### src/rtl/pc_pkg.sv
// Shared defaults and the per-cycle action encoding for the program-counter unit.
package pc_pkg;

    localparam int unsigned PC_WIDTH = 32;
    localparam int unsigned PC_STEP  = 4;
    localparam int unsigned PC_RESET = 0;

    typedef enum logic [2:0] {
        HOLD,
        SRC,
        RET,
        ADV,
        RET_UNF
    } pc_act_t;

endpackage

### src/rtl/pc_ras.sv
// Circular return-address stack: a push while full overwrites the oldest entry.
// Sticky overflow/underflow flags are cleared only by reset.
module pc_ras
    import pc_pkg::*;
#(
    parameter int unsigned WIDTH     = PC_WIDTH,
    parameter int unsigned RAS_DEPTH = 4
) (
    input  logic                         clk,
    input  logic                         rst,
    input  logic                         i_push,
    input  logic [WIDTH-1:0]             i_push_data,
    input  logic                         i_pop,
    output logic [WIDTH-1:0]             o_top,
    output logic [$clog2(RAS_DEPTH):0]   o_count,
    output logic                         o_ovf,
    output logic                         o_unf
);

    localparam int unsigned PW = $clog2(RAS_DEPTH);
    localparam int unsigned CW = PW + 1;

    logic [WIDTH-1:0] r_mem [RAS_DEPTH];
    logic [PW-1:0]    r_head;
    logic [CW-1:0]    r_count;
    logic             r_ovf;
    logic             r_unf;
    logic             w_full;
    logic             w_empty;
    logic [PW-1:0]    w_top_idx;

    assign w_full    = (r_count == CW'(RAS_DEPTH));
    assign w_empty   = (r_count == '0);
    // r_head is the next free slot; when full it also addresses the oldest entry.
    assign w_top_idx = r_head - PW'(1);

    always_ff @(posedge clk) begin
        if (i_push) begin
            r_mem[r_head] <= i_push_data;
        end
    end

    always_ff @(posedge clk or posedge rst) begin
        if (rst) begin
            r_head  <= '0;
            r_count <= '0;
            r_ovf   <= 1'b0;
            r_unf   <= 1'b0;
        end else if (i_push) begin
            r_head <= r_head + PW'(1);
            if (w_full) begin
                r_ovf <= 1'b1;
            end else begin
                r_count <= r_count + CW'(1);
            end
        end else if (i_pop) begin
            if (w_empty) begin
                r_unf <= 1'b1;
            end else begin
                r_head  <= w_top_idx;
                r_count <= r_count - CW'(1);
            end
        end
    end

    assign o_top   = r_mem[w_top_idx];
    assign o_count = r_count;
    assign o_ovf   = r_ovf;
    assign o_unf   = r_unf;

endmodule

### src/rtl/pc_sequencer.sv
// Program counter with prioritised write channels, auto-advance and a return-address stack.
// Optional alignment checking is enabled by defining PC_SEQ_ALIGN_CHECK_EN.
module pc_sequencer
    import pc_pkg::*;
#(
    parameter int unsigned WIDTH     = PC_WIDTH,
    parameter int unsigned NSRC      = 3,
    parameter int unsigned STEP      = PC_STEP,
    parameter int unsigned RESET_PC  = PC_RESET,
    parameter int unsigned RAS_DEPTH = 4,
    localparam int unsigned GW       = (NSRC > 1) ? $clog2(NSRC) : 1
) (
    input  logic                         clk,
    input  logic                         rst,
    input  logic [NSRC-1:0]              src_wren,
    input  logic [NSRC*WIDTH-1:0]        src_wdata,
    input  logic                         call,
    input  logic                         ret,
    input  logic                         adv,
    input  logic                         stall,
    output logic [WIDTH-1:0]             pc,
    output logic [GW-1:0]                grant_idx,
    output logic [$clog2(RAS_DEPTH):0]   ras_count,
    output logic                         ras_ovf,
    output logic                         ras_unf,
    output logic                         misalign
);

    logic [WIDTH-1:0]           r_pc;
    logic [GW-1:0]              r_grant;
    logic                       w_src_hit;
    logic [GW-1:0]              w_src_idx;
    logic [WIDTH-1:0]           w_src_data;
    pc_act_t                    w_act;
    logic [WIDTH-1:0]           w_pc_nxt;
    logic [GW-1:0]              w_grant_nxt;
    logic [WIDTH-1:0]           w_ras_top;
    logic [$clog2(RAS_DEPTH):0] w_ras_count;
    logic                       w_push;
    logic                       w_pop;

    always_comb begin
        w_src_hit  = 1'b0;
        w_src_idx  = '0;
        w_src_data = '0;
        for (int unsigned i = 0; i < NSRC; i++) begin
            if (src_wren[i] && !w_src_hit) begin
                w_src_hit  = 1'b1;
                w_src_idx  = GW'(i);
                w_src_data = src_wdata[i*WIDTH +: WIDTH];
            end
        end
    end

    // An empty-stack return still consumes the cycle, so adv is suppressed.
    always_comb begin
        w_act = HOLD;
        if (w_src_hit) begin
            w_act = SRC;
        end else if (ret && !stall) begin
            w_act = (w_ras_count == '0) ? RET_UNF : RET;
        end else if (adv && !stall) begin
            w_act = ADV;
        end
    end

    always_comb begin
        w_pc_nxt    = r_pc;
        w_grant_nxt = r_grant;
        case (w_act)
            SRC: begin
                w_pc_nxt    = w_src_data;
                w_grant_nxt = w_src_idx;
            end
            RET:     w_pc_nxt = w_ras_top;
            ADV:     w_pc_nxt = r_pc + WIDTH'(STEP);
            default: w_pc_nxt = r_pc;
        endcase
    end

    always_ff @(posedge clk or posedge rst) begin
        if (rst) begin
            r_pc    <= WIDTH'(RESET_PC);
            r_grant <= '0;
        end else begin
            r_pc    <= w_pc_nxt;
            r_grant <= w_grant_nxt;
        end
    end

    assign w_push = (w_act == SRC) && call;
    assign w_pop  = (w_act == RET) || (w_act == RET_UNF);

    pc_ras #(
        .WIDTH     (WIDTH),
        .RAS_DEPTH (RAS_DEPTH)
    ) u_ras (
        .clk         (clk),
        .rst         (rst),
        .i_push      (w_push),
        .i_push_data (r_pc + WIDTH'(STEP)),
        .i_pop       (w_pop),
        .o_top       (w_ras_top),
        .o_count     (w_ras_count),
        .o_ovf       (ras_ovf),
        .o_unf       (ras_unf)
    );

`ifdef PC_SEQ_ALIGN_CHECK_EN
    logic r_misalign;
    logic w_mis_hit;

    assign w_mis_hit = ((w_act == SRC) || (w_act == RET)) &&
                       ((w_pc_nxt & WIDTH'(STEP - 1)) != '0);

    always_ff @(posedge clk or posedge rst) begin
        if (rst) begin
            r_misalign <= 1'b0;
        end else if (w_mis_hit) begin
            r_misalign <= 1'b1;
        end
    end

    assign misalign = r_misalign;
`else
    assign misalign = 1'b0;
`endif

    assign pc        = r_pc;
    assign grant_idx = r_grant;
    assign ras_count = w_ras_count;

endmodule
### config.mk
export PLATFORM = sky130hd
export DESIGN_NAME = pc_sequencer
export DESIGN_NICKNAME = d
export VERILOG_FILES = /design/src/rtl/pc_pkg.sv /design/src/rtl/pc_ras.sv /design/src/rtl/pc_sequencer.sv
export SDC_FILE = /design/constraint.sdc
export NUM_CORES = 1
export LEC_CHECK = 0
export CORE_ASPECT_RATIO = 1.5
export CORE_MARGIN = 2
export CORE_UTILIZATION = 35
export CTS_BUF_LIST = sky130_fd_sc_hd__clkbuf_4 sky130_fd_sc_hd__clkbuf_8
export DETAILED_ROUTE_END_ITERATION = 16
export PLACE_DENSITY = 0.54
export RECOVER_POWER = 50
export SETUP_SLACK_MARGIN = 0.02
export SYNTH_ARGS = -nofsm -noshare
export SYNTH_HDL_FRONTEND = slang
export SYNTH_SLANG_ARGS = --single-unit
### constraint.sdc
create_clock -name clk -period 3.03 [get_ports clk]
set_input_delay 0.606 -clock clk [delete_from_list [all_inputs] [get_ports clk]]
set_output_delay 0.606 -clock clk [all_outputs]
set_load 0.01 [all_outputs]
### After elaboration in Yosys (flattened, before gate mapping)

Memories as Yosys holds them, arrays and structs flattened.
Index checks and enable logic that the tools add are counted.

* register bits: 41
* latch bits: 0
* memory bits (writable): 128
* bits in read-only memories: 0
* bits of input ports: 105
* output and inout bits: 40
* logic and storage cells: 58
* memories: 1

* $add $sub $neg: 5
* multiply operators: 0
* divide/modulo/power cells: 0
* $lt $le $gt $ge: 0
* equality and inequality tests: 7
* shift-type cells: 0
* muxes and demuxes: 22
* bitwise logic cells: 1
* reduce and logical (&&, ||, !) cells: 16

Memories
* u_ras.r_mem: words 4, bits a word 32, read ports 1, clocked after Yosys merged registers in 0, wr ports 1, RTL line pc_ras.sv:23 `logic [WIDTH-1:0] r_mem [RAS_DEPTH];`

Operators with widths (number)
* $mux 32: 3
* $pmux 32 s3: 1
* $add 32x3->32 const B: 1
* $mux 3: 7
* $mux 2: 5
* $eq 3x2->1 const B: 2
* $eq 3x3->1 const B: 2
* $mux 1: 6
* $reduce_and 3->1: 2
* $logic_and 1x1->1: 5
* $reduce_and 2->1: 2
* $add 3x1->3 const B: 1
* $eq 3x1->1 const B: 1
* $logic_not 1->1: 3
* $logic_not 3->1: 1
* $reduce_bool 3->1: 1
* $sub 3x1->3 const B: 1
* $add 2x1->2 const B: 1
* $ne 2x1->1 const B: 1
* $ne 2x2->1 const B: 1
* $reduce_bool 2->1: 1
* $sub 2x1->2 const B: 1
* $logic_or 1x1->1: 1
* $not 1->1: 1

### Longest topological paths before layout

* depth in word-level cells: 12
* mapped depth: 12
* depth with buffers taken out: 7

### Cells and area by module

A second synthesis with hierarchy kept.

* cell total of the unflattened synthesis: 600
* area, all modules: 8161.6 um^2

By module, submodules not included
* pc_ras: times used 1, cells each 216, area each 5083.6 um^2, sequential area each 4018.9 um^2
* pc_sequencer: times used 1, cells each 384, area each 3078.0 um^2, sequential area each 850.8 um^2

### Worst setup path after synthesis

OpenSTA, ideal clock, no wires.

* kind: reg2reg
* start: register u_ras.r_head[0]
* end: register r_pc[26] (netlist: pc[26])
* setup time: 126 ps
* data arrival time: 2668 ps
* required time: 2904 ps
* setup slack: 236 ps
* cell stages (with the launch flop): 12
* buffers on the path: 6
* clock period less this slack: 2794 ps
* cell sequence: dfrtp_1 > buf_2 > buf_6 > buf_2 > inv_1 > ha_1 > buf_2 > buf_2 > buf_1 > mux4_2 > a21oi_1 > o2bb2ai_1

* word-level cells in the longest chain between the ends: 3

Ends and longest elaborated chain
* start: declaration: RTL line pc_ras.sv:24 `logic [PW-1:0] r_head;`
* start signal: assignment: RTL line pc_ras.sv:50 `r_head <= r_head + PW'(1);`
* start signal: assignment: RTL line pc_ras.sv:60 `r_head <= w_top_idx;`
* $sub 2x1->2: RTL line pc_ras.sv:35 `assign w_top_idx = r_head - PW'(1);`
* $mem_v2 4x32
* $pmux 32 s3: RTL line pc_sequencer.sv:70 `case (w_act)`
* end signal: assignment: RTL line pc_sequencer.sv:83 `r_pc <= WIDTH'(RESET_PC);`
* end signal: assignment: RTL line pc_sequencer.sv:86 `r_pc <= w_pc_nxt;`
* end: declaration: RTL line pc_sequencer.sv:29 `logic [WIDTH-1:0] r_pc;`

No other way between the ends.
A chain may end at the register's enable or synchronous reset.

### Worst setup path in the final report

* start: input port src_wren[2]
* end: memory u_ras.r_mem[0][20] in the netlist's numbering, enable pin

* word-level cells in the longest chain between the ends: 7

Ends and longest elaborated chain
* start: declaration: RTL line pc_sequencer.sv:15 `input logic [NSRC-1:0] src_wren,`
* $logic_and 1x1->1: RTL line pc_sequencer.sv:47 `if (src_wren[i] && !w_src_hit) begin`
* $mux 1: RTL line pc_sequencer.sv:47
* $mux 3: RTL line pc_sequencer.sv:58 `if (w_src_hit) begin`
* $eq 3x1->1: RTL line pc_sequencer.sv:91 `assign w_push = (w_act == SRC) && call;`
* $logic_and 1x1->1: RTL line pc_sequencer.sv:91
* $mux 1: RTL line pc_ras.sv:38 `if (i_push) begin`
* $mux 1 (implied by the code): RTL line pc_ras.sv:39 `r_mem[r_head] <= i_push_data;`
* end: declaration: RTL line pc_ras.sv:23

No other way between the ends.

==> results.md <==
- Synth Area per Inst: roughly 13 µm²
- Largest net degree at the start of global routing: 68
- Multi-input logic area: approximately 3000 µm²
- Startpoint types: primary input
- N_diodes: 0
- MaxCap Viol Count: 0
- TritonRoute pass-1 iters: 5
- Critical path's largest stage delay: 0.63 ns
- # IOs: 145
- Max Slew Vio Count: 0
- Die X-Extent: ~130 µm
- Switch Pwr: 2.37 mW
- Port Buffer Count: around 140
- P_int: 4.86 mW
- Critical path's slowest cell: clkbuf_2
- Gr ovfl total: 0
- Ys Warns: 0
- Final period util: 0.887
- Post-Syn Area: approximately 8300 µm²
- Core area: about 23000 µm²
- Ys async rst share: 0.243
- Worst EP arrival: approximately 2.6 ns
- Maximum clock insertion buffer count: 2
- Worst hold-check path type: reg -> reg
- Min Clock Period, post-route: about 2.7 ns
- Total Power: 7.23 mW
- Number of synthesized flops with an enable pin: ~130
- Worst hold slack: 0.473 ns
- H-tree lvl count: 4
- Clock buffer count from CTS: 17
- Fmax: 0.372 GHz
- CP Capture Type: flip-flop
- RSZ-0062 raised after global routing: no
- Most frequent cells in the layout: 130 x clkdlybuf4s50_1, 128 x edfxtp_1, 76 x nand2_1
- Placed cells: between 1k and 1.5k
- Post-DP HPWL: ~17000 µm
- Proportion of layout cells with a drive suffix above 1: 0.129
- Area grow syn2layout: 25.9%
- Worst Path Buf+Inv: 3
- Peak VDD IR: around 0.36 mV
- Synth Flop Type: edfxtp_1
- Finished Cell Area: between 10000 and 15000 µm²
- Vias in the first global route: 6436
- Seq pwr share: 0.444
- Cells after synthesis: 649
- Post-Syn Nets: between 700 and 800
- Residual DRC count: 0
- Die area: roughly 25000 µm²
- Total number of vias: 6132
- # setup viols final: 0
- Crit path cell chain: dlygate4sd3_1 > or3_1 > buf_4 > and3_1 > clkbuf_2
- Reg area: 4870 µm²
- Sink Count: approximately 170
- Flops & latches, synth: 169
- Final nets: roughly 900
- Placed Area: between 10000 and 15000 µm²
- Clock Pin Slew Worst Setup and Hold Paths: approximately 0.1 ns
- Net Sw Frac: 0.327
- TNS Setup: 0 ns
- Setup Fix Bufs, Post-CTS: 0
- Post-CTS Hold Buffers: 0
- Register area share after synthesis: 0.589
- Routability-driven placement congestion ratio: a little over 0.8
- Clock Skews: between 0.02 and 0.025 ns
- Post_cts resized: 0
- Leakage: ~3.7 nW
- Post-synthesis cell type count: 70
- Via/cell ratio: around 5.5
- Final Routed Wirelength: ~25000 µm
- PD cells: slightly below 700 nW/µm²
- FP Rows: roughly 70
- WS Path Type: in -> reg
- Clk root buf: clkbuf_8
- Die H: around 190 µm
- Clock network fraction of total power: 0.232
- Max-slew headroom: 0.143
- Routed Antenna Nets: 0
- Layout Cells excl Fill: between 1k and 1.5k
- Crit-path leading delay family: buffers and inverters
- WL/cell: 22.6 µm
- TritonCTS clock tree: built
- Logic pwr share: 0.324
- Status: finished, final reports clean
- Global-route wire length before repair: approximately 38000 µm
- Worst Max-Slew Pin Slew: 1.29 ns
- Crit path max fanout: 32
- First DRT Iteration DRCs: between 400 and 500
- Commonest non-fill, non-tap cell in the layout: clkdlybuf4s50_1
- Clk_lat worst skew: between 0.4 and 0.5 ns
- Final hold violation count: 0
- Initial antenna violation count: 0
- Starting Density: 0.357
- Gr usage total: 0.206
- Fill count: 2179
- Crit path required time: 2.99 ns
## cell usage after synthesis (4+ instances only)
library cell | n | share of area
edfxtp_1 | 128 | 0.47
nand2_1 | 75 | 0.034
a21oi_1 | 54 | 0.033
dfrtp_1 | 41 | 0.12
nor2_1 | 39 | 0.018
mux4_2 | 32 | 0.087
clkbuf_1 | 27 | 0.012
o21ai_0 | 25 | 0.015
xnor2_1 | 20 | 0.021
buf_2 | 15 | 0.0091
inv_1 | 14 | 0.0064
nand3_1 | 14 | 0.0085
and3_1 | 10 | 0.0076
nand4_1 | 10 | 0.0076
o2bb2ai_1 | 9 | 0.0095
xor2_1 | 9 | 0.0095
nand3b_1 | 8 | 0.0073
o211a_1 | 7 | 0.0085
a221o_1 | 6 | 0.0073
nor3_1 | 6 | 0.0036
a211oi_1 | 5 | 0.0045
ha_1 | 5 | 0.0076
a21o_1 | 4 | 0.0036
a221oi_1 | 4 | 0.0042
a22o_1 | 4 | 0.0042
a22oi_1 | 4 | 0.0036
nor4_1 | 4 | 0.0030
o211ai_1 | 4 | 0.0036
## sequential cells by signal, indices dropped and copies added (netlist names)
signal         flops
u_ras.r_mem      128
u_ras.r_head       2
pc                32
u_ras.o_count      3
u_ras.o_ovf        1
grant_idx          2
u_ras.o_unf        1
## layer usage
metal	routed length, µm	GRT usage	vias up
li1	-	-	2749
met1	10200	0.252	3115
met2	13400	0.373	244
met3	1260	0.0315	24
met4	416	0.0637	0
met5	0	0	-
## per-stage QoR
step,util,worst slack (ns)
finish,0.449,0.343
global route,0.449,0.216
CTS,0.452,0.562
detailed placement,0.435,0.348
global placement,0.435,0.406
floorplan,-,0.236
## path summary, 6_finish.rpt
kind	slack, ns	end	from	cells after the start
min in group asynchronous	0.80	pc[0]	rst	2
setup reg to reg	0.47	u_ras.r_mem[0][29]	pc[2]	5
setup / recovery	0.34	u_ras.r_mem[0][20]	src_wren[2]	5
hold reg to reg	0.47	u_ras.o_ovf	u_ras.o_ovf	2
max in group asynchronous	0.52	pc[24]	rst	3
hold / removal	0.47	u_ras.o_ovf	u_ras.o_ovf	2
## layout make-up
| class | instances | share of cell area |
|---|---|---|
| flip-flops and latches | 169 | 0.468 |
| multi-input cells | 416 | 0.296 |
| repair buffers | 167 | 0.153 |
| well taps | 315 | 0.0379 |
| clock buffers | 19 | 0.0239 |
| clock inverters | 13 | 0.0152 |
| inverters | 15 | 0.00541 |
## worst reg2reg max path, delay by kind of cell (launching register included)
family | cells | cell delay [ns]
buf+inv | 1 | 0.26
xor+xnor | 1 | 0.46
simple gates | 3 | 1.09
flops | 1 | 0.50
## power by group through the flow
stage / sequential (mW) / combinational (mW) / clock (mW)
2_1_floorplan: 3.20 / 1.50 / 0
3_3_place_gp: 3.23 / 2.36 / 0
3_5_place_dp: 3.26 / 2.39 / 0
4_1_cts: 3.21 / 2.40 / 1.72
5_1_grt: 3.25 / 2.53 / 1.81
6_report: 3.21 / 2.34 / 1.68
## logic make-up (layout without fill, tap and decap cells)
family / after synthesis / in the layout / share of synthesized area
flops: 169 / 169 / 0.589
xor+xnor: 29 / 29 / 0.0307
compound gates: 154 / 154 / 0.125
mux: 34 / 34 / 0.0897
buf+inv: 64 / 214 / 0.0347
other cells: 1 / 1 / 0.000454
simple gates: 192 / 192 / 0.120
fa+ha+maj: 6 / 6 / 0.0100
No activity file was read; power rests on OpenSTA's default activity.
